[config.mk]
export PLATFORM = sky130hd
export DESIGN_NAME = reg_bank_read
export DESIGN_NICKNAME = d
export VERILOG_FILES = /design/src/rtl/reg_bank_read.sv
export SDC_FILE = /design/constraint.sdc
export NUM_CORES = 2
export LEC_CHECK = 0
export ABC_AREA = 1
export BUFFER_PORTS_ARGS = -buffer_cell sky130_fd_sc_hd__buf_2
export CAP_MARGIN = 25
export CORE_MARGIN = 3
export CORE_UTILIZATION = 50
export DETAILED_ROUTE_END_ITERATION = 10
export GPL_TIMING_DRIVEN = 0
export PLACE_DENSITY = 0.66
export RECOVER_POWER = 50
export SLEW_MARGIN = 20
export SYNTH_ARGS = -nofsm -noshare
export SYNTH_HDL_FRONTEND = slang
export SYNTH_SLANG_ARGS = --single-unit
[constraint.sdc]
create_clock -name clk -period 38.8 [get_ports clk]
set_input_delay 3.88 -clock clk [delete_from_list [all_inputs] [get_ports clk]]
set_output_delay 3.88 -clock clk [all_outputs]
set_load 0.1 [all_outputs]
[src/rtl/reg_bank_read.sv]
// -----------------------------------------------------------------------------
// reg_bank_read
//
// General-purpose register bank for the multicycle MIPS datapath.
// Holds 2**ADDR_W registers of DATA_W bits. Register 0 always reads as zero.
// Register SP_INDEX ($sp) resets to SP_RESET. The two read ports are
// registered and feed the A/B operand registers ahead of the ALU.
//
// Configuration macro:
//   REGBANK_BYPASS_EN  When defined, a read port whose index matches the
//                      register being written on the same edge captures the
//                      incoming write data. Each port is bypassed on its own.
//                      When undefined, a read on that edge captures the old
//                      contents (read-before-write).
//
// Ports:
//   clk           in   system clock; all state updates on the rising edge
//   reset         in   asynchronous, active-high reset
//   RegWrite      in   write enable for the write port
//   WriteRegFio   in   destination register index
//   WriteDataFio  in   data from the write-data mux
//   ReadReg1Fio   in   read port 1 index (rs)
//   ReadReg2Fio   in   read port 2 index (rt)
//   LoadAB        in   capture enable for both read output registers
//   ReadData1Fio  out  registered read port 1 (A)
//   ReadData2Fio  out  registered read port 2 (B)
//
// Timing: there is no valid/ready handshake. A write takes effect on the
// rising edge where RegWrite=1. A read index presented with LoadAB=1 is
// captured on that edge, so its value appears one cycle later. With LoadAB=0
// both outputs hold their value.
// -----------------------------------------------------------------------------
module reg_bank_read #(
   parameter int              DATA_W   = 32,
   parameter int              ADDR_W   = 5,
   parameter int              SP_INDEX = 29,
   parameter logic [DATA_W-1:0] SP_RESET = DATA_W'(227)
) (
   input  logic              clk,
   input  logic              reset,
   input  logic              RegWrite,
   input  logic [ADDR_W-1:0] WriteRegFio,
   input  logic [DATA_W-1:0] WriteDataFio,
   input  logic [ADDR_W-1:0] ReadReg1Fio,
   input  logic [ADDR_W-1:0] ReadReg2Fio,
   input  logic              LoadAB,
   output logic [DATA_W-1:0] ReadData1Fio,
   output logic [DATA_W-1:0] ReadData2Fio
);

   localparam int NREG = 1 << ADDR_W;

   logic [DATA_W-1:0] regs [0:NREG-1];
   logic [DATA_W-1:0] rd1_val;
   logic [DATA_W-1:0] rd2_val;
   logic              wr_en;

   // Writes to index 0 are dropped so register 0 stays at its reset value of 0.
   assign wr_en = RegWrite && (WriteRegFio != '0);

   // Storage. Reset has priority over a write on the same edge, so a write
   // that overlaps reset is discarded completely.
   always_ff @(posedge clk or posedge reset) begin
      if (reset) begin
         for (int i = 0; i < NREG; i++) begin
            regs[i] <= (i == SP_INDEX) ? SP_RESET : '0;
         end
      end else if (wr_en) begin
         regs[WriteRegFio] <= WriteDataFio;
      end
   end

   // Values to capture into the read registers. The array read gives the
   // pre-edge contents. Forcing index 0 to zero is redundant with storage,
   // but it keeps the read side correct on its own.
   always_comb begin
      rd1_val = regs[ReadReg1Fio];
      rd2_val = regs[ReadReg2Fio];
      if (ReadReg1Fio == '0) rd1_val = '0;
      if (ReadReg2Fio == '0) rd2_val = '0;
`ifdef REGBANK_BYPASS_EN
      if (wr_en && (WriteRegFio == ReadReg1Fio)) rd1_val = WriteDataFio;
      if (wr_en && (WriteRegFio == ReadReg2Fio)) rd2_val = WriteDataFio;
`endif
   end

   // Registered read ports (A and B operand registers).
   always_ff @(posedge clk or posedge reset) begin
      if (reset) begin
         ReadData1Fio <= '0;
         ReadData2Fio <= '0;
      end else if (LoadAB) begin
         ReadData1Fio <= rd1_val;
         ReadData2Fio <= rd2_val;
      end
   end

endmodule

# Word level (Yosys, flattened, before mapping)
# Index checks and enable logic that the tools add are counted.
# word_totals
out_inout_bits,64
in_bits,51
register_bits,1088
wordCells,57
# op_classes
muxes,11
order_cmp,4
reduce_logical,5
bitwise,3
# ops
cell,n
1024-bit bitwise mux,1
32-bit binary-select mux with 5-bit select,2
32-bit two-way mux,7
32-bit demux with 5-bit select,1
"6-bit greater-or-equal comparator, second input constant",3
5-bit NOT with 6-bit output,3
5-bit logical NOT,2
"6-bit by 1-bit less-than comparator with 1-bit output, second input constant",1
5-bit nonzero test,1
1-bit logical AND,2

# Depth between registers and ports, before layout
# depth
word_depth,6
mapped_depth,13
mapped_depth_nobuf,11

# Least setup slack after synthesis
# Ideal clock, no wire load.
# synth_timing
path_kind,input to register
from,input ReadReg1Fio[1]
to,register ReadData1Fio[0]
cell_stages,9
arrival_ns,5.135
slack_ns,33.545
path_buffers,3
required_time_ns,38.680
setup_ns,0.120
cell_sequence,clkbuf_1 nor2_1 buf_2 nand4_1 nand2_1 inv_1 clkbuf_1 nand3_1 nand2_1
# synth_via
elab_chain_len,5
elab_cells_between_ends,6
classes_between,mux (4); bitwise (1); reduce/logical (1)
# synth_lines
element,line,source
from (decl),44,"input logic [ADDR_W-1:0] ReadReg1Fio,"
5-bit NOT with 6-bit output (implied by the code),77,rd1_val = regs[ReadReg1Fio];
32-bit binary-select mux with 5-bit select,77,
32-bit two-way mux (implied by the code) (2 in a row),77,
32-bit two-way mux *,79,if (ReadReg1Fio == '0) rd1_val = '0;
to (signal assigned),93,ReadData1Fio <= rd1_val;
to (decl),47,"output logic [DATA_W-1:0] ReadData1Fio,"
# Mark *: on every way between the ends. The rest lies on a longest branch, timed or not. The select of a mux whose other input is x is not followed.
# A chain may end at the register's enable or synchronous reset.

==> out/qor.yml <==
worst_hold_path:
  min_from: "ReadData2Fio[11]"
  min-delay-path-class: "reg -> reg"
drt:
  drt_iter0_drc: 11200
  wl_met2_mm: 112
  vias_per_cell: 6.26
  met1_length_mm: 109
  dr.pass1.iters: 9
  drc: 0
  wl_per_cell_um: 27.3
  top_layer_used: "met5"
  routed_wl_mm: 283
  num_vias: 64900
  wl_met3_mm: 38.8
  ant_nets: 0
sta:
  drv_slew: 1017
  relSlewSlack: -2.66
  rsz0062_at_grt: "no"
  hold_viol: 0
  final.setup.tns_ns: 0
  setup_viol: 0
  max_freq_ghz: 0.0641
  period_minus_slack_ns: 15.60
  worst_pin_slew_ns: 5.49
  skew_ns: 0.0299
  fin_crit_sh: 0.402
  hold_slack_ns: 0.476
  layout_setup_ws_ns: 23.20
worst_setup_path:
  worst-setup-path-type: "in -> async"
  crit_slowest_cell: "clkbuf_1"
  critPathMaxFanout: 96
  worstReg2RegEnd: "ReadData2Fio[28]"
  timing.rr.start: "regs[92]"
  cp_common_cell: "clkbuf_1"
  worst_ep_arrival_time_ns: 15.75
  critPathMaxStageDelay_ns: 3.79
  ff2ff_path_depth: 8
  cp_cell_sequence: "clkbuf_1 > clkinvlp_2 > clkbuf_1 > clkbuf_1 > clkbuf_1"
  path_buf_inv: 5
  crit_path_start_kind: "input port"
  cp-end-kind: "asynchronous set/reset pin"
  rrSetupSlack_ns: 36.68
  crit_end: "regs[257]"
  required_ns: 38.94
  startpoint: "reset"
  path_depth: 5
  path_delay_family: "buffers and inverters"
floorplanning:
  rows: 124
  die_w_um: 348
  die_y_um: 348
  dieArea_um2: 121000
  core_um2: 115000
  start_util: 0.507
  io_pins: 115
global_route:
  overflow: 0
  grt_util_all_layers: 0.457
  grt_pass1_vias: 59200
  grt_first_pass_wirelength_mm: 404
  antenna_found_initial: 12
  grt_max_degree: 105
clock_network:
  hold_buffers: 0
  cts_made_buffers: 121
  clock_latency_ns: 0.77
  cts_resized: 0
  path_clk_slew_ns: 0.06
  h-tree-depth: 3
  root_buffer: "clkbuf_16"
  cts_buffer_depth: 3
  cts_tree: "built"
  numClockSinks: 1088
  post_cts_buffers: 0
placement:
  place_area_um2: 61400
  io_buffers: 104
  dpl.cell_count: 10100
  hpwl_mm: 214
  place_congestion: 1.03
  preCtsSetupSlack_ns: 31.57
cells_and_area:
  final_cells: 10400
  drive_gt1_frac: 0.0529
  fin_nets: 8785
  area_growth_pct: 12.1
  fin_util: 0.569
  regArea_um2: 27200
  final_area_um2: 65400
  multi_input_area_um2: 28100
  n_fill_cell: 11400
synth:
  synth_warnings: 0
  avgSynthCellArea_um2: 6.89
  ys_seq_elements: 1088
  synth_cells: 8473
  ys_seq_area_frac: 0.466
  ys_types: 21
  synth_fp_nets: 8524
  netlist_area_um2: 58400
power:
  power_mw: 3.52
  irDropWorstVdd_uv: 45.6
  power_density_nw_per_um2: 53.8
  power_leakage_nw: 31.3
status:
  status: "finished with violations"
  violations: "max-capacitance violations, max-slew violations"
run:
  max_cap_viol_count: 12
==> how the worst min path moves through the flow <==
stage / end / slack (ns) / cells after the start
2_1_floorplan: regs[1000] / 0.45 / 1
3_3_place_gp: ReadData1Fio[2] / 0.46 / 2
3_5_place_dp: ReadData1Fio[23] / 0.46 / 2
4_1_cts: ReadData2Fio[3] / 0.48 / 2
5_1_grt: regs[993] / 0.49 / 1
6_report: ReadData2Fio[11] / 0.48 / 2
==> registers in the layout (all words and copies together) (netlist names) <==
register      cells
ReadData1Fio     32
regs           1024
ReadData2Fio     32
==> where the power goes <==
group	internal (mW)	total (mW)	switching, mW
Combinational	0.225	0.752	0.527
Clock	0.728	1.24	0.514
Sequential	1.35	1.53	0.179
==> cells in the final DEF (no fill, tap or decap), types with 6 or more instances in the layout <==
cell	synthesis	routed
a21oi_1	474	474
buf_1	39	38
buf_2	63	166
buf_6	0	14
buf_8	0	6
bufinv_16	0	14
clkbuf_1	646	636
clkbuf_16	0	124
clkbuf_2	0	45
clkbuf_8	0	28
clkinv_2	0	29
clkinvlp_4	0	6
dfrtp_1	1083	1083
diode_2	0	13
inv_1	52	51
nand2_1	3855	3859
nand2_2	14	10
nand3_1	1099	1099
nand3b_1	62	62
nor2_1	227	225
nor3_1	6	7
o21ai_0	832	832
==> cell families (layout without fill, tap and decap cells) <==
group	after synthesis	after routing	synth area share
AOI/OAI and AO/OA	1306	1306	0.112
and+or+nand+nor	5274	5274	0.369
DFF	1088	1088	0.466
other	0	13	0
buffers and inverters	805	1168	0.0531
==> worst reg2reg max path, delay by kind of cell, from the launching register on <==
kind | cells | cell delay [ns]
simple gates | 8 | 1.50
flops | 1 | 0.48
==> synthesized netlist by cell type <==
library cell / count / area (µm²)
nor2_4: 3 / 33.8
nor3_1: 6 / 30.0
inv_2: 4 / 15.0
nor4_4: 1 / 21.3
nor3_2: 4 / 40.0
a21oi_1: 474 / 2370
buf_2: 63 / 315
nand3b_1: 62 / 465
nor2_2: 1 / 6.26
clkinv_1: 1 / 3.75
dfrtp_1: 1083 / 27100
buf_1: 39 / 146
inv_1: 52 / 195
nand2_1: 3855 / 14500
nor2_1: 227 / 852
nand3_1: 1099 / 5500
o21ai_0: 832 / 4160
dfstp_2: 5 / 131
clkbuf_1: 646 / 2420
nand2_2: 14 / 87.6
nand4_1: 2 / 12.5
==> routing by layer <==
metal  GRT usage  up-vias
met5           0        -
met4       0.297        2
met2       0.626     4888
li1            -    27900
met3       0.140      926
met1       0.624    31100
==> layout make-up <==
class	instances	share of cell area
multi-input cells	6580	0.429
flip-flops and latches	1088	0.416
repair buffers	138	0.0132
clock inverters	52	0.00985
well taps	1512	0.0289
diodes	13	0.000497
clock buffers	173	0.0545
inverters	57	0.00329
plain buffers	748	0.0450
Power figures use the tool's default switching activity.
